===== src/rtl/multicycle_control.sv =====
// Main control FSM for the multicycle RISC-V datapath (R-type, lw, sw, beq).
// Optional jal support is compiled in when MULTICYCLE_JAL_EN is defined.
module multicycle_control (
    input  logic       clk,
    input  logic       rst_n,
    input  logic [6:0] Opcode,
    input  logic       MemReady,
    output logic [1:0] ALUOp,
    output logic [1:0] ALUSrcA,
    output logic [1:0] ALUSrcB,
    output logic       PCSource,
    output logic       PCWrite,
    output logic       PCWriteCond,
    output logic       IorD,
    output logic       MemRead,
    output logic       MemWrite,
    output logic       IRWrite,
    output logic [1:0] MemtoReg,
    output logic       RegWrite,
    output logic       IllegalOp,
    output logic [3:0] State
);

    typedef enum logic [3:0] {
        FETCH  = 4'd0,
        DECODE = 4'd1,
        MEMADR = 4'd2,
        MEMRD  = 4'd3,
        MEMWB  = 4'd4,
        MEMWR  = 4'd5,
        EXEC   = 4'd6,
        ALUWB  = 4'd7,
        BRANCH = 4'd8,
        JAL    = 4'd9
    } state_t;

    localparam logic [6:0] OP_LW  = 7'b0000011;
    localparam logic [6:0] OP_SW  = 7'b0100011;
    localparam logic [6:0] OP_R   = 7'b0110011;
    localparam logic [6:0] OP_BEQ = 7'b1100011;
`ifdef MULTICYCLE_JAL_EN
    localparam logic [6:0] OP_JAL = 7'b1101111;
`endif

    state_t state;
    state_t nxt;
    logic   illegal;
    logic   badop;

    always_ff @(posedge clk or negedge rst_n) begin
        if (!rst_n) begin
            state   <= FETCH;
            illegal <= 1'b0;
        end else begin
            state <= nxt;
            if (state == DECODE && badop)
                illegal <= 1'b1;
        end
    end

    always_comb begin
        badop = 1'b1;
        if (Opcode == OP_LW || Opcode == OP_SW || Opcode == OP_R || Opcode == OP_BEQ)
            badop = 1'b0;
`ifdef MULTICYCLE_JAL_EN
        if (Opcode == OP_JAL)
            badop = 1'b0;
`endif
    end

    // Moore outputs, except IRWrite/PCWrite in FETCH which follow MemReady
    always_comb begin
        nxt         = FETCH;
        ALUOp       = 2'b00;
        ALUSrcA     = 2'b00;
        ALUSrcB     = 2'b00;
        PCSource    = 1'b0;
        PCWrite     = 1'b0;
        PCWriteCond = 1'b0;
        IorD        = 1'b0;
        MemRead     = 1'b0;
        MemWrite    = 1'b0;
        IRWrite     = 1'b0;
        MemtoReg    = 2'b00;
        RegWrite    = 1'b0;
        case (state)
            FETCH: begin
                MemRead = 1'b1;
                ALUSrcB = 2'b01;
                IRWrite = MemReady;
                PCWrite = MemReady;
                nxt     = MemReady ? DECODE : FETCH;
            end
            DECODE: begin
                ALUSrcA = 2'b10;
                ALUSrcB = 2'b10;
                if (Opcode == OP_LW || Opcode == OP_SW)
                    nxt = MEMADR;
                else if (Opcode == OP_R)
                    nxt = EXEC;
                else if (Opcode == OP_BEQ)
                    nxt = BRANCH;
`ifdef MULTICYCLE_JAL_EN
                else if (Opcode == OP_JAL)
                    nxt = JAL;
`endif
                else
                    nxt = FETCH;
            end
            MEMADR: begin
                ALUSrcA = 2'b01;
                ALUSrcB = 2'b10;
                nxt     = (Opcode == OP_SW) ? MEMWR : MEMRD;
            end
            MEMRD: begin
                MemRead = 1'b1;
                IorD    = 1'b1;
                nxt     = MemReady ? MEMWB : MEMRD;
            end
            MEMWB: begin
                RegWrite = 1'b1;
                MemtoReg = 2'b01;
            end
            MEMWR: begin
                MemWrite = 1'b1;
                IorD     = 1'b1;
                nxt      = MemReady ? FETCH : MEMWR;
            end
            EXEC: begin
                ALUSrcA = 2'b01;
                ALUOp   = 2'b10;
                nxt     = ALUWB;
            end
            ALUWB: begin
                RegWrite = 1'b1;
            end
            BRANCH: begin
                ALUSrcA     = 2'b01;
                ALUOp       = 2'b01;
                PCWriteCond = 1'b1;
                PCSource    = 1'b1;
            end
`ifdef MULTICYCLE_JAL_EN
            JAL: begin
                RegWrite = 1'b1;
                MemtoReg = 2'b10;
                PCWrite  = 1'b1;
                PCSource = 1'b1;
            end
`endif
            default: nxt = FETCH;
        endcase
    end

    assign IllegalOp = illegal;
    assign State     = state;

endmodule


===== config.mk =====
export PLATFORM = sky130hd
export DESIGN_NAME = multicycle_control
export DESIGN_NICKNAME = d
export VERILOG_FILES = /design/src/rtl/multicycle_control.sv
export SDC_FILE = /design/constraint.sdc
export NUM_CORES = 1
export LEC_CHECK = 0
export ABC_AREA = 1
export CAP_MARGIN = 20
export CORE_AREA = 2 2 39 41
export DETAILED_ROUTE_END_ITERATION = 8
export DIE_AREA = 0 0 41 43
export GPL_TIMING_DRIVEN = 0
export PLACE_DENSITY = 0.79
export SETUP_SLACK_MARGIN = 0.2
export SLEW_MARGIN = 15
export SYNTH_ARGS = -nofsm -noshare
export SYNTH_HDL_FRONTEND = slang
export SYNTH_SLANG_ARGS = --single-unit

===== constraint.sdc =====
create_clock -name clk -period 2.1 [get_ports clk]
set_input_delay 0.315 -clock clk [delete_from_list [all_inputs] [get_ports clk]]
set_output_delay 0.315 -clock clk [all_outputs]
set_load 0.03 [all_outputs]

Word level (Yosys, flattened, before mapping)
Cells that the tools add are included.

word-level totals
  bits in latches = 0
  ROM bits = 0
  bits in registers = 5
  memories kept = 0
  logic and storage cells = 43
  input port bits = 10
  output and inout bits = 21
  bits in writable memories = 0

cells by class
  $add $sub $neg = 0
  bitwise operators = 0
  multiply operators = 0
  muxes and demuxes = 19
  reduce and logical (&&, ||, !) cells = 10
  shift-type cells = 0
  magnitude comparators = 0
  equal/unequal tests = 12
  divide/modulo/power cells = 0

operators by type and width
  cell                                           count
  case mux 4 bit (6 select lines)                1
  == test 4 x 3 -> 1 bit, second input constant  4
  == test 7 x 6 -> 1 bit, second input constant  2
  two-way mux 4 bit                              3
  case mux 2 bit (2 select lines)                3
  two-way mux 1 bit                              9
  two-way mux 3 bit                              3
  == test 4 x 2 -> 1 bit, second input constant  2
  OR reduction 2 bit                             4
  == test 7 x 2 -> 1 bit, second input constant  1
  == test 7 bit, second input constant           1
  == test 4 x 1 -> 1 bit, second input constant  1
  == test 4 bit, second input constant           1
  logical NOT 4 bit                              1
  logical OR 1 bit                               3
  OR reduction 3 bit                             1
  logical AND 1 bit                              1

Logic depth before layout (Yosys ltp)
  depth after elaboration = 6
  depth in mapped cells = 6

Worst setup path after synthesis
Ideal clock, no wire load.

  path kind = register -> output
  start point = register state[3], in the netlist State[3]
  end point = output IorD
  required time = 1,785 ps
  cell stages (with the launch flop) = 4
  data arrival time = 1,486 ps
  setup slack = 299 ps
  cell sequence = dfrtp_1 > nor2_4 > inv_2 > o21ai_0

on the way
  cells in the longest elaborated chain, start to end = 3

RTL lines
  element                                                           RTL line  text
  from (decl)                                                       45        state_t state;
  from (signal assigned)                                            55        state <= nxt;
  == test 4 x 3 -> 1 bit or == test 4 x 2 -> 1 bit (tied branches)  86        case (state)
  OR reduction 2 bit (no source line) (*)                           n/a
  two-way mux 1 bit (*)                                             86
  to (decl)                                                         14        output logic IorD,

Every way passes the cells marked *; elsewhere a longest branch is shown, timed or not.

Worst setup path in the final report
  start point = register state[0], in the netlist State[0]
  end point = output ALUSrcA[0]

on the way
  cells in the longest elaborated chain, start to end = 3

RTL lines
  element                                         RTL line  text
  == test 4 x 3 -> 1 bit (tied with other cells)  86
  OR reduction 3 bit (no source line)             n/a
  case mux 2 bit (2 select lines) (*)             86
  to (decl)                                       9         output logic [1:0] ALUSrcA,

Marks and branches as above.

==> summary.md <==
| Metric | Value |
|---|---|
| Gr busiest metal | met2 |
| Total CTS buffers | 3 |
| Post-Place Cell Area | 774 sq um |
| Leak | 0.000457 uW |
| Number of synthesized flops with an enable pin | 0 |
| Yosys reg bits | 5 |
| Clock Tree Root | clkbuf_4 |
| Dpl cells | 123 |
| Die W | 41 um |
| Peak supply drop | between 0.0004 and 0.0005 V |
| Top FF cell, synth | dfrtp_1 |
| First-pass GRT wire length | 1770 um |
| Slowest library cell on the worst path | dfrtp_1 |
| Post-synthesis area per instance | between 5 and 6 sq um |
| Wire per inst | about 8.8 um |
| Final Hold Vio Count | 0 |
| Yosys top cell area share | 0.270 |
| Reg clk slew, reported paths | 0.04 ns |
| Placement Rows | 14 |
| Layout cell share with drive strength beyond 1 | 0.180 |
| Yosys warnings | 0 |
| # fillers | 162 |
| Crit path cell chain | nor2_2 -> nand3_1 -> nand2_1 -> clkdlybuf4s15_1 |
| Buf/Inv on CP | 1 |
| Final Non-Filler Cells | 127 |
| RSZ-0062 raised after global routing | no |
| DR pass1 iterations | 2 |
| Hpwl dp | 951 um |
| Pin count of the biggest net entering global routing | 8 |
| Final setup viols | 0 |
| Remaining antenna violation count | 0 |
| Initial Utilization | 0.335 |
| Comb pwr share | 0.673 |
| CP startpoint kind | flop |
| Max Clock Skew | 0.000534 ns |
| GR Util met1 | 0.164 |
| DRT iter0 DRCs | 5 |
| Ant diodes | 0 |
| Max cap viols | 0 |
| Distinct cells, synth | 17 |
| Clk_lat worst skew | ~0.23 ns |
| Worst Setup End Kind | output port |
| All-Layer GR Usage | 0.146 |
| Gr ovfl total | 0 |
| Post-CTS Setup Inserts | 0 |
| Outcome | completed |
| Via count | 576 |
| H-tree Lvls | 1 |
| CP arrival | about 1.5 ns |
| Sequential area share after synthesis | 0.270 |
| Crit-path max FO | 7 |
| Fmax | 558 MHz |
| Psw | between 300 and 400 uW |
| Met3 usage | 0.0157 |
| IO buf count | 29 |
| Worst Hold Class | in2async |
| Fin Setup TNS | 0 ns |
| Crit-path leading delay family | flip-flops |
| Die height | around 43 um |
| CTS tree | yes |
| Sequential share of power | 0.188 |
| M2 GR Usage | 0.247 |
| Cells after synthesis | 78 |
| Max Root-Sink Buffers | 2 |
| Worst stage delay on the critical path | 0.45 ns |
| Tcrit/Tclk final | 0.853 |
| Switch share | 0.522 |
| Final #Nets | roughly 120 |
| Main area contributors after synthesis | dfrtp_1, nand2_1, nor2_1 |
| Worst path required time | 1.78 ns |
| Netlist Area Pre-Place | 464 sq um |
| Max-slew violation count | 0 |
| Worst hold slack | 0.298 ns |
| Post-synth ARST share | 1.00 |
| Vias in the first global route | 452 |
| # IOs | 31 |
| CP Class | reg2out |
| Final WL | 1110 um |
| Die Footprint | between 1500 and 2000 sq um |
| Area Growth Syn to Fin | 66.8% |
| Mapped Nets | 88 |
| Pint | 363 uW |
| Final Cell Area | approximately 770 sq um |
| Initial antenna violation count | 0 |
| Tmin final | 1.79 ns |
| Leading area contributor after synthesis | dfrtp_1 |
| Residual DRC | 0 |
| CTS sink count | 5 |
| Top cells by instance count after synthesis | nand2_1, nor2_1, inv_1 |
| Via/cell ratio | between 4 and 5 |
| Power per Cell Area | 979 nW/um^2 |
| Core area | 1380 sq um |
| Clock share of power | 0.139 |
| GPL Wtd Cong | around 0.7 |
==> through the flow <==
stage          power (uW)  setup WS [ns]  utilization
2_1_floorplan         488          0.299            -
3_3_place_gp          702        -0.0144        0.560
3_5_place_dp          711        -0.0167        0.560
4_1_cts               769          0.148        0.566
5_1_grt               826          0.203        0.560
6_report              759          0.309        0.560
==> layout make-up <==
type                       instances  area (sq um)  share of cell area
buffer                             3          22.5              0.0291
timing repair buffer              29           264               0.341
sequential                         5           125               0.162
clock buffer                       4          26.3              0.0339
multi-input combinational         53           253               0.326
tap                               16          20.0              0.0258
inverter                          17          63.8              0.0824
==> metal layers <==
layer / routed length, um / vias up
met5: 0 / -
met4: 7 / 0
met3: 109 / 2
met2: 557 / 24
met1: 439 / 254
li1: - / 296
==> path summary, 6_finish.rpt <==
path | cells after the start | endpoint | start | slack (ns)
worst max-delay path | 4 | ALUSrcA[0] | State[0] | 0.31
worst min-delay path | 1 | State[2] | rst_n | 0.30
worst max register to register | 5 | State[1] | State[3] | 1.02
worst min register to register | 2 | IllegalOp | IllegalOp | 0.47
max in group asynchronous | 1 | State[3] | rst_n | 1.62
min in group clk | 2 | IllegalOp | IllegalOp | 0.47
==> state kept, by name, summed over array words and instances, names as in the netlist <==
name	count
State	4
IllegalOp	1
==> logic make-up (layout without fill, tap and decap cells) <==
logic type | Yosys count | after routing | share of synthesized area
AND/OR/NAND/NOR | 51 | 51 | 0.526
other | 1 | 1 | 0.00808
AO/OA/AOI/OAI | 1 | 1 | 0.0108
flip-flops | 5 | 5 | 0.270
buffers and inverters | 20 | 53 | 0.186
==> cell usage in the layout, fill, tap and decap left out, drive strengths merged <==
cell | Yosys | layout
nor2 | 21 | 21
inv | 17 | 17
nand2 | 16 | 16
clkdlybuf4s50 | 0 | 14
nand3 | 9 | 9
clkbuf | 0 | 8
clkdlybuf4s15 | 0 | 6
dfrtp | 5 | 5
dlygate4sd2 | 0 | 5
buf | 3 | 3
and2b | 1 | 1
and3 | 1 | 1
nor3 | 1 | 1
nand3b | 1 | 1
nand4 | 1 | 1
o21ai | 1 | 1
conb | 1 | 1
==> power by group through the flow <==
stage | clock network [uW] | logic [uW] | registers [uW]
after floorplan | 0 | 319 | 169
after global placement | 0 | 559 | 143
after detailed placement | 0 | 566 | 145
after CTS | 110 | 515 | 143
final | 106 | 510 | 143
after global routing | 121 | 559 | 146
==> timing repair <==
| action | CTS | global route |
|---|---|---|
| hold buffers | 0 | 0 |
| gates cloned | 0 | 0 |
| endpoints found under the setup margin | 15 | 10 |
| pin swaps | 0 | 0 |
| resized for setup | 16 | 14 |
Power figures use the tool's default switching activity.
